**src/rtl/keypad_scanner.sv**
```systemverilog
// 4x4 matrix keypad scanner with debounce, single-cycle key events and an inactivity timeout.
// Optional build macro KEYPAD_DIGITS_ONLY_EN restricts key_valid to the digits 0-9.
module keypad_scanner #(
  parameter int unsigned SCAN_DIV        = 1000,
  parameter int unsigned DEBOUNCE_CYCLES = 20000,
  parameter int unsigned TIMEOUT_CYCLES  = 250000000
) (
  input  logic       clk,
  input  logic       rst,
  input  logic [3:0] row_n,
  output logic [3:0] col_n,
  input  logic       clear,
  output logic       key_valid,
  output logic [3:0] key_code,
  output logic       ok_pulse,
  output logic       tempo_limite
);

  localparam int unsigned DIV_W = $clog2(SCAN_DIV) + 1;
  localparam int unsigned DEB_W = $clog2(DEBOUNCE_CYCLES) + 1;
  localparam int unsigned TIM_W = $clog2(TIMEOUT_CYCLES) + 1;

  localparam logic [DIV_W-1:0] DIV_LAST = DIV_W'(SCAN_DIV - 1);
  localparam logic [DEB_W-1:0] DEB_DONE = DEB_W'(DEBOUNCE_CYCLES);
  localparam logic [TIM_W-1:0] TIM_LAST = TIM_W'(TIMEOUT_CYCLES - 1);

  localparam logic [1:0] ST_SCAN     = 2'd0;
  localparam logic [1:0] ST_DEBOUNCE = 2'd1;
  localparam logic [1:0] ST_HELD     = 2'd2;

  localparam logic [3:0] CODE_OK = 4'hF;

  logic [3:0]       row_m_q, row_s_q;
  logic [1:0]       state_q, state_d;
  logic [1:0]       col_q, col_d;
  logic [3:0]       col_n_q, col_n_d;
  logic [DIV_W-1:0] div_q, div_d;
  logic [DEB_W-1:0] cnt_q, cnt_d, cnt_inc;
  logic [3:0]       row_lat_q, row_lat_d;
  logic [1:0]       row_idx_q, row_idx_d;
  logic             key_valid_q, key_valid_d;
  logic             ok_pulse_q, ok_pulse_d;
  logic [3:0]       key_code_q, key_code_d;
  logic             tempo_q, tempo_d;
  logic [TIM_W-1:0] timer_q, timer_d, timer_inc;
  logic             armed_q, armed_d;

  logic             single_low;
  logic [1:0]       row_hit;
  logic [3:0]       hit_code;

  // Keypad legend: r0 = 1 2 3 A, r1 = 4 5 6 B, r2 = 7 8 9 C, r3 = * 0 # D.
  function automatic logic [3:0] key_lookup(input logic [1:0] r, input logic [1:0] c);
    logic [3:0] code;
    case ({r, c})
      4'b00_00: code = 4'h1;
      4'b00_01: code = 4'h2;
      4'b00_10: code = 4'h3;
      4'b00_11: code = 4'hA;
      4'b01_00: code = 4'h4;
      4'b01_01: code = 4'h5;
      4'b01_10: code = 4'h6;
      4'b01_11: code = 4'hB;
      4'b10_00: code = 4'h7;
      4'b10_01: code = 4'h8;
      4'b10_10: code = 4'h9;
      4'b10_11: code = 4'hC;
      4'b11_00: code = 4'hE;
      4'b11_01: code = 4'h0;
      4'b11_10: code = 4'hF;
      default:  code = 4'hD;
    endcase
    return code;
  endfunction

  function automatic logic [3:0] col_drive(input logic [1:0] c);
    logic [3:0] drv;
    case (c)
      2'd0:    drv = 4'b1110;
      2'd1:    drv = 4'b1101;
      2'd2:    drv = 4'b1011;
      default: drv = 4'b0111;
    endcase
    return drv;
  endfunction

  // Row inputs are asynchronous to clk.
  always_ff @(posedge clk) begin
    if (rst) begin
      row_m_q <= 4'b1111;
      row_s_q <= 4'b1111;
    end else begin
      row_m_q <= row_n;
      row_s_q <= row_m_q;
    end
  end

  // Only a single low row is a valid press; anything else is idle or ghosting.
  always_comb begin
    single_low = 1'b0;
    row_hit    = 2'd0;
    case (row_s_q)
      4'b1110: begin single_low = 1'b1; row_hit = 2'd0; end
      4'b1101: begin single_low = 1'b1; row_hit = 2'd1; end
      4'b1011: begin single_low = 1'b1; row_hit = 2'd2; end
      4'b0111: begin single_low = 1'b1; row_hit = 2'd3; end
      default: begin single_low = 1'b0; row_hit = 2'd0; end
    endcase
  end

  always_ff @(posedge clk) begin
    if (rst) begin
      state_q     <= ST_SCAN;
      col_q       <= 2'd0;
      col_n_q     <= 4'b1110;
      div_q       <= '0;
      cnt_q       <= '0;
      row_lat_q   <= 4'b1111;
      row_idx_q   <= 2'd0;
      key_valid_q <= 1'b0;
      ok_pulse_q  <= 1'b0;
      key_code_q  <= 4'h0;
      tempo_q     <= 1'b0;
      timer_q     <= '0;
      armed_q     <= 1'b0;
    end else begin
      state_q     <= state_d;
      col_q       <= col_d;
      col_n_q     <= col_n_d;
      div_q       <= div_d;
      cnt_q       <= cnt_d;
      row_lat_q   <= row_lat_d;
      row_idx_q   <= row_idx_d;
      key_valid_q <= key_valid_d;
      ok_pulse_q  <= ok_pulse_d;
      key_code_q  <= key_code_d;
      tempo_q     <= tempo_d;
      timer_q     <= timer_d;
      armed_q     <= armed_d;
    end
  end

  // Scan / debounce / release FSM; cnt_q counts press stability in DEBOUNCE and release in HELD.
  always_comb begin
    state_d     = state_q;
    col_d       = col_q;
    div_d       = div_q;
    cnt_d       = cnt_q;
    row_lat_d   = row_lat_q;
    row_idx_d   = row_idx_q;
    key_valid_d = 1'b0;
    ok_pulse_d  = 1'b0;
    key_code_d  = key_code_q;
    cnt_inc     = cnt_q + DEB_W'(1);
    hit_code    = key_lookup(row_idx_q, col_q);

    case (state_q)
      ST_SCAN: begin
        if (div_q == DIV_LAST) begin
          div_d = '0;
          if (single_low) begin
            row_lat_d = row_s_q;
            row_idx_d = row_hit;
            cnt_d     = '0;
            state_d   = ST_DEBOUNCE;
          end else begin
            col_d = col_q + 2'd1;
          end
        end else begin
          div_d = div_q + DIV_W'(1);
        end
      end
      ST_DEBOUNCE: begin
        if (row_s_q != row_lat_q) begin
          state_d = ST_SCAN;
          col_d   = col_q + 2'd1;
          div_d   = '0;
          cnt_d   = '0;
        end else if (cnt_inc == DEB_DONE) begin
          cnt_d   = '0;
          state_d = ST_HELD;
`ifdef KEYPAD_DIGITS_ONLY_EN
          if (hit_code <= 4'h9) begin
            key_valid_d = 1'b1;
            key_code_d  = hit_code;
          end else if (hit_code == CODE_OK) begin
            ok_pulse_d = 1'b1;
          end
`else
          key_valid_d = 1'b1;
          key_code_d  = hit_code;
          ok_pulse_d  = (hit_code == CODE_OK);
`endif
        end else begin
          cnt_d = cnt_inc;
        end
      end
      ST_HELD: begin
        if (row_s_q != 4'b1111) begin
          cnt_d = '0;
        end else if (cnt_inc == DEB_DONE) begin
          cnt_d   = '0;
          state_d = ST_SCAN;
          col_d   = 2'd0;
          div_d   = '0;
        end else begin
          cnt_d = cnt_inc;
        end
      end
      default: begin
        state_d = ST_SCAN;
        col_d   = 2'd0;
        div_d   = '0;
        cnt_d   = '0;
      end
    endcase

    col_n_d = col_drive(col_d);
  end

  // Inactivity timer: a key event re-arms it even if clear arrives in the same cycle.
  always_comb begin
    timer_d   = timer_q;
    armed_d   = armed_q;
    tempo_d   = 1'b0;
    timer_inc = timer_q + TIM_W'(1);
    if (key_valid_q) begin
      timer_d = '0;
      armed_d = 1'b1;
    end else if (clear) begin
      timer_d = '0;
      armed_d = 1'b0;
    end else if (armed_q) begin
      if (timer_inc == TIM_LAST) begin
        tempo_d = 1'b1;
        armed_d = 1'b0;
        timer_d = '0;
      end else begin
        timer_d = timer_inc;
      end
    end
  end

  assign col_n        = col_n_q;
  assign key_valid    = key_valid_q;
  assign key_code     = key_code_q;
  assign ok_pulse     = ok_pulse_q;
  assign tempo_limite = tempo_q;

endmodule

```
**config.mk**
```make
export PLATFORM = sky130hd
export DESIGN_NAME = keypad_scanner
export DESIGN_NICKNAME = d
export VERILOG_FILES = /design/src/rtl/keypad_scanner.sv
export SDC_FILE = /design/constraint.sdc
export NUM_CORES = 1
export LEC_CHECK = 0
export BUFFER_PORTS_ARGS = -buffer_cell sky130_fd_sc_hd__buf_4
export CORE_MARGIN = 5
export CORE_UTILIZATION = 38
export CTS_BUF_LIST = sky130_fd_sc_hd__clkbuf_8 sky130_fd_sc_hd__clkbuf_16
export DETAILED_ROUTE_END_ITERATION = 6
export REMOVE_ABC_BUFFERS = 1
export SLEW_MARGIN = 10
export SYNTH_ARGS = -nofsm -noshare
export SYNTH_HDL_FRONTEND = slang
export SYNTH_SLANG_ARGS = --single-unit
```
**constraint.sdc**
```tcl
create_clock -name clk -period 7.1 [get_ports clk]
set_input_delay 0.71 -clock clk [delete_from_list [all_inputs] [get_ports clk]]
set_output_delay 0.71 -clock clk [all_outputs]
set_load 0.1 [all_outputs]
```
After elaboration in Yosys (flattened, before gate mapping)
Memories as Yosys holds them, arrays and structs flattened.
Index checks and enable logic that the tools add are counted.
- shift-type cells: 0
- multipliers: 0
- equal/unequal tests: 20
- bitwise operators: 4
- add/sub/neg operators: 4
- divide/modulo/power cells: 0
- order comparisons: 0
- reduce and logical (&&, ||, !) cells: 12
- multiplexer cells: 34
- operators by type and width (cell ; count):
    two-way mux 16 bit ; 5
    one-hot mux 16 bit (3 select lines) ; 1
    two-way mux 11 bit ; 4
    one-hot mux 11 bit (3 select lines) ; 1
    adder 29 x 1 -> 29 bit (second input constant) ; 1
    == test 29 x 28 -> 1 bit (second input constant) ; 1
    two-way mux 29 bit ; 1
    two-way mux 2 bit ; 11
    one-hot mux 2 bit (3 select lines) ; 3
    adder 16 x 1 -> 16 bit (second input constant) ; 1
    == test 16 x 15 -> 1 bit (second input constant) ; 1
    == test 4 bit (second input constant) ; 4
    one-hot mux 4 bit (3 select lines) ; 1
    OR reduction 4 bit ; 3
    adder 11 x 1 -> 11 bit (second input constant) ; 1
    == test 11 x 10 -> 1 bit (second input constant) ; 1
    inequality test 2 bit (second input constant) ; 5
    AND reduction 3 bit ; 3
    two-way mux 1 bit ; 7
    OR reduction 3 bit ; 2
    AND reduction 5 bit ; 1
    == test 2 x 1 -> 1 bit (second input constant) ; 2
    == test 2 bit (second input constant) ; 2
    == test 4 x 3 -> 1 bit (second input constant) ; 1
    other kinds (7) ; 11
- bits in registers: 86
- memories: 1
- memory bits (writable): 0
- output and inout port bits: 11
- bits in latches: 0
- bits of input ports: 7
- word-level logic and storage cells: 90
- bits in read-only memories: 64
- memories (name ; depth ; bits a word ; rd ports ; clocked after memory_dff ; wr ports ; line ; source):
    (name not given) ; 16 ; 4 ; 1 ; 0 ; 0 ; 55 ; case ({r, c})

Depth between registers and ports, before layout
- depth after elaboration: 8
- depth in mapped cells: 11
- depth with buffers taken out: 9

Least setup slack after synthesis
Ideal clock, no wire load.
- kind: reg2reg
- start: register timer_q[1]
- end: register timer_q[15]
- path buffers: 1
- cell stages (with the launch flop): 11
- setup slack: 4.508 ns
- arrival time: 2.477 ns
- data required time: 6.985 ns
- period minus slack after synthesis: 2.592 ns
- cell sequence: dfxtp_1 -> ha_1 -> nand2_1 -> or4_4 -> nor3_1 -> nand3_1 -> xor2_1 -> nand4_1 -> o21bai_2 -> buf_4 -> nor2_1
- word-level cells in the longest chain between the ends: 3
- ends and longest elaborated chain (element ; line ; source):
    start: declaration ; 45 ; logic [TIM_W-1:0] timer_q, timer_d, timer_inc;
    start signal: assignment ; 138 ; timer_q <= timer_d;
    adder 29 x 1 -> 29 bit * ; 226 ; timer_inc = timer_q + TIM_W'(1);
    == test 29 x 28 -> 1 bit ; 234 ; if (timer_inc == TIM_LAST) begin
    two-way mux 29 bit * ; 234 ;
Every way passes the cells marked *; elsewhere a longest branch is shown, timed or not.
A chain may end at the register's enable or synchronous reset.

Final worst setup path
- start: register timer_q[1]
- end: register timer_q[9]
The elaborated chain is that of the path after synthesis.

==> flow_summary_export.csv <==
group,metric,value,unit
floorplanning,rows,41,
power_and_ir_drop,power_density,192,mW/mm^2
clocking,clock-root-buffer,"clkbuf_16",
critical_path,crit_chain,"ha_1 -> nand2_1 -> or4_4 -> nor3_1 -> nand3_1 -> xor2_1 -> nand4_1 -> o21bai_2 -> nor2_1",
timing,fin_crit_sh,51.2,%
clocking,cts_buffers,9,
worst_hold_path,hp-class,"register to register",
critical_path,timing.rr.start,"timer_q[1]",
yosys,synth-xor-area-share,8.98,%
yosys,ys_warn_count,0,
yosys,synthSimpleGateAreaFrac,30.8,%
critical_path,r2r_slack,3.46,ns
global_routing,grt_pass1_vias,3875,
yosys,syn_area,0.00488,mm^2
clocking,hold_buffers,0,
yosys,syn_area_per_cell,8.05,um^2
global_routing,antenna_found_initial,0,
yosys,async_flop_share,0,%
yosys,synth_mux_area_share,3.62,%
clocking,tritoncts,"built",
yosys,synth_top_area_share,35.3,%
timing,maxSlewHeadroom,53.3,%
yosys,synth-edff-count,0,
yosys,ys_ff_latch,86,
detailed_routing,vias_per_cell,5.45,
timing,whs,0.409,ns
yosys,ys_types,62,
clocking,post_cts_buffers,0,
yosys,yosysMostFrequentCell,"dfxtp_1",
critical_path,cp.buffers_inverters,0,
timing,setup_violations,0,
run,drv_cap,0,
critical_path,rr_endpoint,"timer_q[9]",
floorplanning,start_util,38.6,%
finish,n_antenna_cell,0,
critical_path,cp_top_family,"simple AND/OR/NAND/NOR gates",
worst_hold_path,hp-start,"row_m_q[0]",
timing,rsz0062_at_grt,"no",
timing,maxSlewViolCount,0,
critical_path,r2r_cells,9,
yosys,synthTopCellsByCount,"dfxtp_1, nor2_1, nand2_1",
power_and_ir_drop,p_comb_share,5.3,%
yosys,synth_largest_area_cell,"dfxtp_1",
clocking,clk_latency,0.35,ns
detailed_routing,num_vias,4200,
global_routing,grt_overflow,0,
power_and_ir_drop,pwr-share-seq,48.4,%
finish,nets,613,
detailed_routing,wire_per_inst,14.0,um
placed_design,io_buffers,17,
yosys,seq_area_frac_synth,35.3,%
floorplanning,die_w,123,um
power_and_ir_drop,net-switching-power,0.000244,W
critical_path,critPathCaptureType,"register",
yosys,yosys-top-cells-area,"dfxtp_1, xor2_1, nor2_1",
power_and_ir_drop,irDropWorstVdd,0.140,mV
detailed_routing,drt_pre_antenna_iters,5,
floorplanning,core_area,0.0126,mm^2
critical_path,path_class,"register to register",
yosys,synthCells,606,
clocking,htree_levels,3,
clocking,cts.repair.resized,0,
critical_path,slowest_stage,"o21bai_2",
power_and_ir_drop,pwr-share-clk,46.3,%
power_and_ir_drop,p_int,0.000782,W
timing,final-hold-violation-count,0,
global_routing,grt_pass1_wl,18400,um
critical_path,worstPathArrival,3.85,ns
placed_design,gp_congestion,0.880,
clocking,clock-sinks,86,
detailed_routing,drt_iter0_drc,257,
yosys,synth_top_family_by_area,"simple AND/OR/NAND/NOR gates",
timing,max_freq,275,MHz
critical_path,critical-path-max-stage-delay,0.76,ns
critical_path,critPathLaunchType,"register",
worst_hold_path,worstHoldPathCells,1,
critical_path,cp_max_fo,17,
placed_design,hpwl,7710,um
finish,synthToLayoutAreaGrowth,9.65,%
floorplanning,num_io_pins,18,
clocking,cts_buffer_depth,2,
worst_hold_path,whs_endpoint,"row_s_q[0]",
timing,tns,0,ns
power_and_ir_drop,switching_share,23.8,%
status,status,"finished, final reports clean",
finish,drive_above_1_share,9.70,%
timing,tightest_slew,0.700,ns
detailed_routing,wl,10800,um
yosys,yosys.area_share.adder,3.34,%
yosys,ys.flop_type,"dfxtp_1",
detailed_routing,drcViolationCount,0,
floorplanning,dieArea,0.0152,mm^2
clocking,clkTransAtPathRegs,0.06,ns
global_routing,grt_use_total,15.1,%
timing,fin_skew,0.00789,ns
timing,fin_crit,3.64,ns
yosys,synth_compound_area_share,12.7,%
detailed_routing,ant_nets,0,
critical_path,crit_required,7.31,ns
global_routing,grt_max_degree,45,
floorplanning,die-height,123,um
power_and_ir_drop,power.leakage,1.84,nW
-- power by group through the flow --
stage | combinational (W) | sequential, W | clock [W]
2_1_floorplan | 0.0000324 | 0.000511 | 0
3_3_place_gp | 0.0000540 | 0.000507 | 0
3_5_place_dp | 0.0000544 | 0.000507 | 0
4_1_cts | 0.0000547 | 0.000497 | 0.000489
5_1_grt | 0.0000610 | 0.000498 | 0.000512
6_report | 0.0000539 | 0.000497 | 0.000475
-- metal layers --
metal | vias up | global-route usage [%] | wire length (um)
li1 | 2123 | - | -
met1 | 1976 | 18.7 | 4810
met2 | 86 | 25.8 | 5410
met3 | 15 | 2.79 | 390
met4 | 0 | 6.44 | 201
met5 | - | 0 | 0
-- sequential cells by signal (all words and copies together) (netlist names) --
register,cells
armed_q,1
cnt_q,16
col_n,4
col_q,2
div_q,11
key_code,4
key_valid,1
ok_pulse,1
row_idx_q,2
row_lat_q,4
row_m_q,4
row_s_q,4
state_q,2
tempo_limite,1
timer_q,29
-- how the worst max path moves through the flow --
stage                     depth (start not counted)  slack, ns           to       start
after floorplan                                   9       4.21  timer_q[13]  timer_q[1]
after global placement                            9       3.63   timer_q[2]  timer_q[1]
after detailed placement                          9       3.44   timer_q[9]  timer_q[1]
after CTS                                         9       3.44   timer_q[9]  timer_q[1]
after global routing                              9       3.10  timer_q[16]  timer_q[1]
final                                             9       3.46   timer_q[9]  timer_q[1]
-- placed cells by master (no fill, tap or decap), drive strengths merged, types with 3 or more instances in the layout --
cell type	instances
a311oi	9
clkinv	3
a211oi	3
nor3	25
nand2	54
nor4	11
buf	18
nand3	27
clkbuf	9
xor2	31
xnor2	19
a211o	5
ha	13
a31oi	10
a21oi	28
or3	11
nand3b	5
nand4	28
and3	11
and2	5
or4	4
mux2	3
or2	9
nand2b	8
nor2	71
inv	22
nor2b	4
dfxtp	86
o21ai	18
mux2i	12
and4	4
-- through the flow --
step / setup WS (ns) / cell area, um^2 / utilization [%] / power, W / cells
final: 3.46 / 5350 / 42.4 / 0.00103 / 770
after detailed placement: 3.44 / 5050 / 40.0 / 0.000562 / 754
after CTS: 3.44 / 5350 / 42.4 / 0.00104 / 770
after floorplan: 4.21 / 4700 / - / 0.000544 / 564
after global placement: 3.63 / 5050 / 40.0 / 0.000561 / 754
after global routing: 3.10 / 5350 / 42.4 / 0.00107 / 770
-- logic make-up (layout without fill, tap and decap cells) --
family / count (synthesis) / count (layout)
buf+inv: 62 / 54
xor+xnor: 50 / 50
mux: 16 / 16
compound gates: 94 / 94
fa+ha+maj: 13 / 13
simple gates: 285 / 285
flops: 86 / 86
-- cell type report --
class	count	area, um^2
Multi-Input combinational cell	458	2900
Clock inverter	7	75.1
Sequential cell	86	1720
Inverter	20	75.1
Tap cell	172	215
Timing Repair Buffer	18	135
Clock buffer	9	225
Fill cell	1313	7270
(Power assumes the default switching activity.)
